File: config.mk
export PLATFORM = sky130hd
export DESIGN_NAME = option_fifo
export DESIGN_NICKNAME = d
export VERILOG_FILES = /design/src/rtl/option_fifo.sv
export SDC_FILE = /design/constraint.sdc
export NUM_CORES = 1
export LEC_CHECK = 0
export ABC_CLOCK_PERIOD_IN_PS = 2700
export BUFFER_PORTS_ARGS = -buffer_cell sky130_fd_sc_hd__buf_2
export CAP_MARGIN = 25
export CORE_UTILIZATION = 55
export CTS_CLUSTER_DIAMETER = 200
export DETAILED_ROUTE_END_ITERATION = 10
export GPL_ROUTABILITY_DRIVEN = 0
export HOLD_SLACK_MARGIN = 0.05
export PLACE_DENSITY = 0.84
export SLEW_MARGIN = 20
export SYNTH_ARGS = -nofsm -noshare
export SYNTH_HDL_FRONTEND = slang
export SYNTH_SLANG_ARGS = --single-unit
File: constraint.sdc
create_clock -name _i_clk -period 2.7 [get_ports _i_clk]
set_clock_uncertainty 0.15 [all_clocks]
set_input_delay 0 -clock _i_clk [delete_from_list [all_inputs] [get_ports _i_clk]]
set_output_delay 0 -clock _i_clk [all_outputs]
set_load 0.05 [all_outputs]
File: src/rtl/option_fifo.sv
// Circular FIFO whose head is presented as an Option word {tag, payload}.
// Tag 0 is Some, tag 1 is None. None always carries a zero payload.
module option_fifo #(
    parameter int WIDTH = 16,
    parameter int DEPTH = 4
) (
    input  logic                     _i_clk,
    input  logic                     _i_rst,
    input  logic [WIDTH-1:0]         _i_x,
    input  logic                     _i_valid,
    input  logic                     _i_pop,
    output logic [WIDTH:0]           __output,
    output logic                     _o_full,
    output logic [$clog2(DEPTH):0]   _o_count,
    output logic                     _o_overflow
);

    localparam int AW = $clog2(DEPTH);
    localparam int CW = AW + 1;

    logic [AW-1:0]    wr_ptr;
    logic [AW-1:0]    rd_ptr;
    logic [CW-1:0]    count;
    logic             overflow;
    logic [WIDTH-1:0] mem [DEPTH];

    logic full;
    logic empty;
    logic do_pop;
    logic do_push;

    assign full  = (count == CW'(DEPTH));
    assign empty = (count == '0);

    // A pop frees a slot in the same cycle, so a full FIFO still accepts a push alongside it.
    assign do_pop  = _i_pop & ~empty;
    assign do_push = _i_valid & (~full | do_pop);

    // Control state: pointers wrap naturally because DEPTH is a power of two.
    always_ff @(posedge _i_clk or negedge _i_rst) begin
        if (!_i_rst) begin
            wr_ptr   <= '0;
            rd_ptr   <= '0;
            count    <= '0;
            overflow <= 1'b0;
        end else begin
            if (do_push) begin
                wr_ptr <= wr_ptr + AW'(1);
            end
            if (do_pop) begin
                rd_ptr <= rd_ptr + AW'(1);
            end
            case ({do_push, do_pop})
                2'b10:   count <= count + CW'(1);
                2'b01:   count <= count - CW'(1);
                default: count <= count;
            endcase
            if (_i_valid && !do_push) begin
                overflow <= 1'b1;
            end
        end
    end

    // Storage is data only and is deliberately left out of reset.
    always_ff @(posedge _i_clk) begin
        if (do_push) begin
            mem[wr_ptr] <= _i_x;
        end
    end

    assign __output    = empty ? {1'b1, {WIDTH{1'b0}}} : {1'b0, mem[rd_ptr]};
    assign _o_full     = full;
    assign _o_count    = count;
    assign _o_overflow = overflow;

endmodule

== After elaboration in Yosys (flattened, before gate mapping) ==
Memories as Yosys holds them, arrays and structs flattened.
Index checks and enable logic that the tools add are counted.
Storage, ports and cells
  flip-flop bits (word level): 8
  bits in latches: 0
  RAM bits: 64
  ROM bits: 0
  input port bits: 20
  output and inout bits: 22
  logic and storage cells: 25
  memories kept: 1
Memory list
  mem: words 4, width 16, rd ports 1, clocked after memory_dff 0, write ports 1, RTL line 25  | logic [WIDTH-1:0] mem [DEPTH];
Operators by class
  add/subtract/negate cells: 4
  multiply operators: 0
  div/mod/pow operators: 0
  magnitude comparators: 0
  equality and inequality tests: 3
  shift-type cells: 0
  mux-type cells: 4
  bitwise gates (word level): 5
  reduce and logical (&&, ||, !) cells: 4
Operator list (number)
  $mux 17: 1
  $pmux 3 s2: 1
  $add 2x1->2 const B: 2
  $add 3x1->3 const B: 1
  $eq 3x3->1 const B: 1
  $logic_not 3->1: 1
  $sub 3x1->3 const B: 1
  $and 1x1->1: 2
  $eq 2x1->1 const B: 1
  $eq 2x2->1 const B: 1
  $mux 1: 2
  $not 1->1: 2
  $reduce_bool 2->1: 1
  $logic_and 1x1->1: 1
  $logic_not 1->1: 1
  $or 1x1->1: 1

== Depth between registers and ports, before layout ==
  depth in word-level cells: 7
  mapped depth: 9
  gate-level depth less buffers: 9

== Least setup slack after synthesis ==
No wires, ideal clock.
  path type: register to register
  start point: reg count[2], in the netlist _o_count[2]
  end point: reg count[2], in the netlist _o_count[2]
  setup time: 0.082 ns
  data arrival time: 2.762 ns
  data required time: 2.468 ns
  setup slack: -0.294 ns
  stages on the path, launching flop included: 10
  buffers on the path: 0
  clock period less this slack: 2.994 ns
  path through: dfrtp_1 > nor3b_2 > a21boi_2 > inv_1 > ha_1 > inv_1 > fa_1 > xor2_1 > nor2_1 > xor2_1
On the way
  elaborated cells on any way between the ends: 13
  classes of those cells: 2 x add/sub; 3 x eq/ne; 1 x mux; 5 x bitwise; 2 x reduce/logical
RTL lines
  from (decl): RTL line 23  | logic [CW-1:0] count;
  from (signal assigned): RTL line 54  | 2'b10: count <= count + CW'(1);
  from (signal assigned): RTL line 55  | 2'b01: count <= count - CW'(1);
  from (signal assigned): RTL line 56  | default: count <= count;
  $eq 3x3->1 (*): RTL line 32  | assign full = (count == CW'(DEPTH));
  via _o_full: RTL line 13  | output logic _o_full,
  $not 1->1 (*): RTL line 37  | assign do_push = _i_valid & (~full | do_pop);
  $or 1x1->1 (*): RTL line 37
  $and 1x1->1 (*): RTL line 37
  $eq 2x1->1 / $eq 2x2->1 (equally long branches): RTL line 53  | case ({do_push, do_pop})
  $pmux 3 s2 / $reduce_bool 2->1 (equally long branches)
Mark *: on every way through the listed nets, which the timed path passes. The rest lies on a longest branch.
A chain may end at the register's enable or synchronous reset.

== Worst setup path after layout ==
  start point: reg count[0], in the netlist _o_count[0]
  end point: reg count[2], in the netlist _o_count[2]
On the way
  word-level cells in the longest chain between the ends: 7
  elaborated cells on any way between the ends: 13
  classes of those cells: 2 x add/sub; 3 x eq/ne; 1 x mux; 5 x bitwise; 2 x reduce/logical
RTL lines
  $logic_not 3->1: RTL line 33  | assign empty = (count == '0);
  $not 1->1: RTL line 36  | assign do_pop = _i_pop & ~empty;
  $and 1x1->1: RTL line 36
  $or 1x1->1: RTL line 37
  $and 1x1->1: RTL line 37
  $eq 2x1->1 / $eq 2x2->1 (equally long branches): RTL line 53
  $pmux 3 s2 / $reduce_bool 2->1 (equally long branches)
Several ways; a longest one is shown, not always the timed one.

==> metrics.md <==
| Metric | Value |
|---|---|
| Run status | finished clean |
| Hold EP | mem[3][9] |
| IO Pins | 42 |
| Commonest non-fill, non-tap cell in the layout | edfxtp_1 |
| WP data arrival | 2390 ps |
| Worst R2R Path Depth | 9 |
| Syn Nets | 169 |
| Worst path buffer plus inverter count | 2 |
| H-tree Lvls | 3 |
| Hold_ws | 267.7 ps |
| PortBufs | 41 |
| Hold Path Class | in2reg |
| Post-Route WL | 4.854 mm |
| Average wire per standard cell | 16.68 um |
| Crit. End Element | flip-flop |
| Initial Util | 57.96% |
| Max Cap Violations | 0 |
| Seq/Total Area, Yosys | 70.78% |
| Worst hold path stage count | 2 |
| Cells after Synth | 143 |
| Area growth syn-to-layout | 23.12% |
| Crit path max-delay family | adder cells |
| Worst Hold Launch | _i_x[9] |
| Sum Neg Setup Slack | 0 ps |
| Hold Vio Cnt, Final | 0 |
| First-pass GRT wire length | 7.438 mm |
| Core area | 5172 um^2 |
| CP Class | reg2reg |
| Ant diodes | 0 |
| Num CTS Buffers | 9 |
| Syn Std Cell Area | 2998 um^2 |
| Die Width | 75.83 um |
| Gr usage total | 19.26% |
| Clock Path Buffers | 2 |
| Critical Path RT | 2800 ps |
| Drt initial violations | 92 |
| RR Startpoint | _o_count[0] |
| Share of cells above drive strength 1 | 36.20% |
| Final Setup Violations | 0 |
| Synth top area share | 64.11% |
| Num rows | 26 |
| Leading post-synthesis cells by cell area | edfxtp_1 (64%), mux4_1 (7.0%), dfrtp_1 (6.7%) |
| Yosys reg bits | 72 |
| DP Wirelength | 3.030 mm |
| Final Net Count | 242 |
| Clk sinks | 72 |
| Tmin final | 2290 ps |
| Crit path cell chain | nor3b_4, a21boi_2, inv_1, ha_1, inv_1, fa_1, xor2_1, nor2_1, xor2_1 |
| TritonCTS clock tree | done |
| Grt total ovfl | 0 |
| R2R setup slack | 410 ps |
| CTS root buffer | clkbuf_8 |
| Clk pin slew, worst setup/hold paths | 70 ps |
| Worst r2r dst | _o_count[2] |
| Number of global-route vias before repair | 1542 |
| Most frequent cells in the layout | edfxtp_1 (64), buf_2 (41), dlygate4sd3_1 (21), clkbuf_8 (9) |
| Rel. slew slack | 47.07% |
| Cell taking the most area after synthesis | edfxtp_1 |
| Worst Max-Slew Pin Slew | 793.9 ps |
| Die extent in y | 75.83 um |
| Via count | 1539 |
| CP max FO | 7 |
| Synth cell types | 24 |
| Max-slew violations | 0 |
| Initial antenna violation count | 0 |
| Critical path's slowest cell | dfrtp_1 |
| Detailed-route DRC error count | 0 |
| Die area | 5750 um^2 |
| Vias per cell | 5.289 |
| FMAX | 0.4368 GHz |
| Synth warnings | 0 |
| Fin crit share | 84.80% |
| Crit path largest cell delay | 480 ps |
| DRT Pass-1 Iters | 4 |
| CP startpoint kind | flip-flop |
| Clock Latency Late Sink | 340 ps |
| Final ANT Viol Nets | 0 |
| RSZ-0062 raised after global routing | false |
| Average size of a mapped cell | 20.96 um^2 |
| Largest net degree at the start of global routing | 19 |
| Post-CTS Setup Inserts | 0 |
-- what timing repair did --
action / 4_1_cts / 5_1_grt
hold buffers: 21 / 0
hold endpoints to repair: 77 / 0
gates resized for setup: 0 / 0
-- registers in the layout (all words and copies together) (netlist names) --
name,count
mem,64
_o_count,3
rd_ptr,2
wr_ptr,2
_o_overflow,1
-- synth_stat cells --
cell type	number
fa_1	1
xnor2_1	2
nor2b_1	8
ha_1	5
mux2i_1	1
a21boi_2	1
nor3b_2	1
nor2_1	3
mux2_1	1
nor2b_4	8
edfxtp_1	64
buf_4	1
dfrtp_1	8
and2_1	4
mux4_1	8
nor3_2	1
nand2_1	1
inv_1	7
buf_12	1
buf_6	2
mux4_2	8
buf_2	2
a31o_2	1
xor2_1	4
-- worst register-to-register path: stages (launching register included) --
cell and delay (ps):
dfrtp_1 480, nor3b_4 270, a21boi_2 150, inv_1 80
ha_1 190, inv_1 70, fa_1 380, xor2_1 160
nor2_1 110, xor2_1 160
-- routing by layer --
layer	routed length, um	part of all wire [%]	track usage, %	up-vias
li1	-	-	-	696
met1	2018	42	22.68	783
met2	2511	52	32.35	42
met3	146	3.0	3.307	18
met4	178	3.7	13.37	0
met5	0	0	0	-
-- worst max path at each step --
stage	start	endpoint	slack (ps)	cells after the start
after floorplan	_o_count[0]	_o_count[2]	3	9
after global placement	_o_count[0]	_o_count[2]	600	9
after detailed placement	_o_count[0]	_o_count[2]	450	9
after CTS	_o_count[0]	_o_count[2]	420	9
after global routing	_o_count[0]	_o_count[2]	250	9
final	_o_count[0]	_o_count[2]	410	9
-- per-stage QoR --
| stage | instances | util (%) | area (um^2) | setup WS, ps |
|---|---|---|---|---|
| floorplan | 143 | - | 3005 | 3.484 |
| global placement | 254 | 63.84 | 3302 | 596.0 |
| detailed placement | 254 | 63.84 | 3302 | 447.6 |
| CTS | 291 | 71.36 | 3691 | 420.6 |
| global route | 291 | 71.36 | 3691 | 252.3 |
| finish | 291 | 71.36 | 3691 | 410.4 |
-- cell families (layout without fill, tap and decap cells) --
logic type / count (synthesis) / count (layout) / synth area share (%)
flops: 72 / 72 / 70.78
buf+inv: 13 / 91 / 2.880
xor+xnor: 6 / 6 / 1.753
mux: 18 / 18 / 13.73
fa+ha+maj: 6 / 6 / 2.755
simple gates: 26 / 26 / 7.429
compound gates: 2 / 2 / 0.6678
-- area by class of cell --
type | count | area [um^2]
clock inverters | 5 | 47.55
flip-flops and latches | 72 | 2123
fillers | 315 | 1481
clock buffers | 11 | 131.4
well taps | 70 | 87.58
repair buffers | 68 | 473.0
inverters | 7 | 26.28
multi-input cells | 58 | 802.0
Power is left out: the tool's default activity adds up to more than one toggle a clock period on the data nets, which glitch-free logic cannot reach.
